### config.mk
export PLATFORM = sky130hd
export DESIGN_NAME = alu_issue_sched
export DESIGN_NICKNAME = d
export VERILOG_FILES = /design/src/rtl/alu_issue_sched.sv
export SDC_FILE = /design/constraint.sdc
export NUM_CORES = 1
export LEC_CHECK = 0
export CAP_MARGIN = 20
export CORE_MARGIN = 2
export CORE_UTILIZATION = 53
export DETAILED_ROUTE_END_ITERATION = 8
export GPL_TIMING_DRIVEN = 0
export PLACE_DENSITY = 0.95
export SLEW_MARGIN = 40
export SYNTH_ARGS = -nofsm -noshare
export SYNTH_HDL_FRONTEND = slang
export SYNTH_SLANG_ARGS = --single-unit
### constraint.sdc
create_clock -name clk -period 10.25 [get_ports clk]
set_clock_uncertainty 0.2 [all_clocks]
set_input_delay 3.075 -clock clk [delete_from_list [all_inputs] [get_ports clk]]
set_output_delay 3.075 -clock clk [all_outputs]
set_load 0.02 [all_outputs]
### src/rtl/alu_issue_sched.sv
// Issue scheduler: picks up to three ready requesters per cycle and assigns them to three ALUs.
// Memory ops hold their ALU until mem_done. Define ALU_SCHED_RR_EN for round-robin priority; otherwise fixed priority.
module alu_issue_sched #(
    parameter int NUM_REQ = 4,
    parameter int TAG_W   = 6
) (
    input  logic                       clk,
    input  logic                       rst,
    input  logic [NUM_REQ-1:0]         req_valid,
    input  logic [4*NUM_REQ-1:0]       req_optype,
    input  logic [TAG_W*NUM_REQ-1:0]   req_tag,
    output logic [NUM_REQ-1:0]         req_grant,
    input  logic [2:0]                 mem_done,
    output logic [2:0]                 alu_number,
    output logic [11:0]                alu_optype,
    output logic [3*TAG_W-1:0]         alu_tag,
    output logic [2:0]                 alu_busy
);
    localparam int NUM_ALU = 3;

    logic [NUM_REQ-1:0]       eligible;
    logic [NUM_REQ-1:0]       grant;
    logic [NUM_ALU-1:0]       free_left;
    logic                     taken;
    int                       start;
    logic [NUM_ALU-1:0]       number_d, number_q;
    logic [NUM_ALU-1:0]       busy_d, busy_q;
    logic [4*NUM_ALU-1:0]     optype_d, optype_q;
    logic [TAG_W*NUM_ALU-1:0] tag_d, tag_q;

`ifdef ALU_SCHED_RR_EN
    localparam int PTR_W = (NUM_REQ > 1) ? $clog2(NUM_REQ) : 1;
    logic [PTR_W-1:0] rr_ptr_d, rr_ptr_q;
    int               last_idx;
`endif

    // Reset masks eligibility so no grant escapes while rst is high.
    always_comb begin
        eligible = '0;
        for (int i = 0; i < NUM_REQ; i++) begin
            eligible[i] = !rst && req_valid[i] && (req_optype[4*i +: 4] != 4'd0)
                          && (req_optype[4*i +: 4] <= 4'd10);
        end
    end

    always_comb begin
        grant     = '0;
        number_d  = '0;
        optype_d  = optype_q;
        tag_d     = tag_q;
        busy_d    = busy_q;
        taken     = 1'b0;
        free_left = ~busy_q | mem_done;
`ifdef ALU_SCHED_RR_EN
        start     = int'(rr_ptr_q);
        last_idx  = 0;
        rr_ptr_d  = rr_ptr_q;
`else
        start     = 0;
`endif
        for (int a = 0; a < NUM_ALU; a++) begin
            if (mem_done[a]) busy_d[a] = 1'b0;
        end
        // Walk requesters in priority order; each winner takes the lowest free ALU.
        for (int j = 0; j < NUM_REQ; j++) begin
            for (int i = 0; i < NUM_REQ; i++) begin
                if (i == (start + j) % NUM_REQ && eligible[i] && free_left != '0) begin
                    grant[i] = 1'b1;
`ifdef ALU_SCHED_RR_EN
                    last_idx = i;
`endif
                    taken = 1'b0;
                    for (int a = 0; a < NUM_ALU; a++) begin
                        if (free_left[a] && !taken) begin
                            taken                    = 1'b1;
                            free_left[a]             = 1'b0;
                            number_d[a]              = 1'b1;
                            optype_d[4*a +: 4]       = req_optype[4*i +: 4];
                            tag_d[TAG_W*a +: TAG_W]  = req_tag[TAG_W*i +: TAG_W];
                            busy_d[a]                = (req_optype[4*i +: 4] >= 4'd7);
                        end
                    end
                end
            end
        end
`ifdef ALU_SCHED_RR_EN
        if (grant != '0) rr_ptr_d = PTR_W'((last_idx + 1) % NUM_REQ);
`endif
    end

    always_ff @(posedge clk) begin
        if (rst) begin
            number_q <= '0;
            busy_q   <= '0;
            optype_q <= '0;
            tag_q    <= '0;
`ifdef ALU_SCHED_RR_EN
            rr_ptr_q <= '0;
`endif
        end else begin
            number_q <= number_d;
            busy_q   <= busy_d;
            optype_q <= optype_d;
            tag_q    <= tag_d;
`ifdef ALU_SCHED_RR_EN
            rr_ptr_q <= rr_ptr_d;
`endif
        end
    end

    assign req_grant  = grant;
    assign alu_number = number_q;
    assign alu_busy   = busy_q;
    assign alu_optype = optype_q;
    assign alu_tag    = tag_q;
endmodule

==> flow_metrics.py <==
metrics = {
    "yosys": {
        "synth_edf_count": 0,
        "syn_area_um2": 3150,
        "ys_top_cells_by_area": "dfxtp_1 (23%), a311oi_1 (8.9%), mux2i_1 (6.7%)",
        "synth_ff_type": "dfxtp_1",
        "syn_inst": 386,
        "synth-seq-area-share": 0.229,
        "synth_fp_nets": 435,
        "yosysUniqueCellTypes": 60,
        "syn_area_per_cell_um2": 8.17,
        "ys_ff_latch": 36,
        "async_flop_share": 0,
        "synth_area_leader_cell": "dfxtp_1",
        "yosysTopAreaCellShare": 0.229,
        "yosysWarnings": 0,
    },
    "setup_path": {
        "crit_fanout": 10,
        "cp-end-kind": "output port",
        "path_class": "input pin to output port",
        "worst-endpoint-required_ns": 6.98,
        "critPathArrivalTime_ns": 6.56,
        "crit_start": "req_optype[0]",
        "r2r_start": "alu_busy[1]",
        "cp-start-kind": "input pin",
    },
    "sta": {
        "setup_slack_ns": 0.420,
        "fin_crit_ns": 9.83,
        "hold_viol_final": 0,
        "max_freq_mhz": 102,
        "fin_crit_sh": 0.959,
        "worst_pin_slew_ns": 0.741,
        "finalSetupTns_ns": 0,
        "finalSetupViolations": 0,
        "rsz0062_at_grt": "no",
        "slew_headroom": 0.503,
        "report.final.slew_viol_count": 0,
    },
    "clock_tree": {
        "clock_path_buffers": 2,
        "path_clk_slew_ns": 0.08,
        "htree_levels": 2,
        "cts.repair.resized": 0,
        "hold_buffers": 0,
        "cts_setup_buffers": 0,
        "cts_root_buffer": "clkbuf_8",
        "cts_tree": "built",
        "cts_buffers": 5,
        "cts_sinks": 36,
        "clk_latency_ns": 0.30,
    },
    "die": {
        "rows": 28,
        "die_area_um2": 6580,
        "start_util": 0.542,
        "io_pins": 89,
        "die_height_um": 81.1,
        "die_w_um": 81.1,
        "fp.coreArea_um2": 5820,
    },
    "routing": {
        "vias_per_cell": 7.45,
        "wl_um": 13900,
        "drc": 0,
        "wl_per_cell_um": 25.1,
        "num_vias": 4129,
        "dr.pass1.iters": 5,
        "postRouteAntennaNets": 0,
        "drt_iter0_drc": 470,
    },
    "placement": {
        "io_buffer_count": 85,
        "dp_slack_ns": 0.641,
        "gp_congestion": 0.996,
        "dp_hpwl_um": 9940,
    },
    "run_status": {
        "status": "finished clean",
    },
    "power": {
        "leakage_nw": 1.26,
        "power_density_nw_per_um2": 106,
        "vdd_ir_drop_max_uv": 78.9,
    },
    "global_routing": {
        "grt_pass1_vias": 3850,
        "overflow": 0,
        "grt_max_degree": 12,
        "antenna_found_initial": 0,
        "grt_pass1_wl_um": 20900,
        "gr-usage-all-layers": 0.424,
    },
    "final_layout": {
        "final_cell_mix": "clkdlybuf4s50_1 (85), dfxtp_1 (36), a311oi_1 (32), clkbuf_1 (31), nand2_1 (26)",
        "diodes": 0,
        "nNetsFinal": 527,
        "final_common_cell": "clkdlybuf4s50_1",
        "layout-drive-gt1-share": 0.0898,
        "syn_to_final_growth_pct": 33.2,
    },
    "flow_run": {
        "cap_violations": 0,
    },
    "hold_path": {
        "min_path_type": "flip-flop to flip-flop",
        "worst_hold_startpoint": "alu_optype[8]",
    },
}
[layout make-up]
| cell class | instances | area, um^2 |
|---|---|---|
| Buffer | 45 | 195 |
| Clock buffer | 7 | 76.3 |
| Clock inverter | 1 | 8.76 |
| Fill cell | 475 | 1620 |
| Inverter | 3 | 11.3 |
| Multi-Input combinational cell | 302 | 2240 |
| Sequential cell | 36 | 721 |
| Tap cell | 75 | 93.8 |
| Timing Repair Buffer | 85 | 851 |
[critical path, stage by stage]
cell and delay (ns):
clkdlybuf4s50_1 0.72, nor4_4 0.58, a211o_1 0.16, buf_2 0.24, clkbuf_1 0.46, nand2_1 0.13, o22ai_1 0.24, a21oi_1 0.10
nor3b_1 0.21, clkdlybuf4s50_1 0.64
[kinds of logic after synthesis]
| group | synth area share |
|---|---|
| DFF | 0.229 |
| buffers and inverters | 0.0655 |
| xor gates and xnor gates | 0.0198 |
| adders and majority gates | 0.00318 |
| and+or+nand+nor | 0.193 |
| muxes | 0.0774 |
| AOI/OAI and AO/OA | 0.413 |
[registers in the layout, summed over array words and instances, names as in the netlist]
| name | cells |
|---|---|
| alu_number | 3 |
| alu_busy | 3 |
| alu_optype | 12 |
| alu_tag | 18 |
[path summary, 6_finish.rpt]
path | slack [ns] | cells past startpoint | end
worst max-delay path | 0.42 | 10 | req_grant[3]
worst min-delay path | 0.50 | 4 | alu_optype[8]
worst max register to register | 7.38 | 7 | alu_busy[2]
worst min register to register | 0.50 | 4 | alu_optype[8]
[where the power goes]
group	switching [mW]	internal, mW
combinational	0.106	0.0733
sequential	0.00677	0.152
clock	0.0582	0.0487
[metrics by stage]
stage | util | area [um^2] | hold slack [ns] | std cells | power, mW
floorplan | - | 3150 | 0.537 | 386 | 0.253
CTS | 0.720 | 4190 | 0.487 | 554 | 0.437
finish | 0.722 | 4200 | 0.495 | 554 | 0.444
global placement | 0.704 | 4100 | 0.463 | 546 | 0.329
global route | 0.722 | 4200 | 0.549 | 554 | 0.456
detailed placement | 0.705 | 4100 | 0.474 | 546 | 0.332
[Yosys cell counts (all sizes together) (4+ instances only)]
| cell | number |
|---|---|
| a311oi | 33 |
| a2111oi | 4 |
| mux2i | 21 |
| buf | 16 |
| o211a | 4 |
| nand2 | 26 |
| o211ai | 24 |
| nor2 | 16 |
| o21ai | 23 |
| nand2b | 5 |
| nand3 | 23 |
| or3 | 11 |
| a211oi | 15 |
| dfxtp | 36 |
| o311ai | 10 |
| clkbuf | 29 |
| a21oi | 15 |
| nor4 | 12 |
| nor3 | 12 |
| xnor2 | 5 |
| a31o | 4 |
| a21o | 4 |
[routing by layer]
metal / vias to the layer above / share of wire / track usage
li1: 1752 / - / -
met1: 1895 / 0.37 / 0.561
met2: 392 / 0.44 / 0.639
met3: 90 / 0.14 / 0.122
met4: 0 / 0.048 / 0.186
met5: - / 0 / 0
Note: power is estimated with default switching activity, not from simulation.
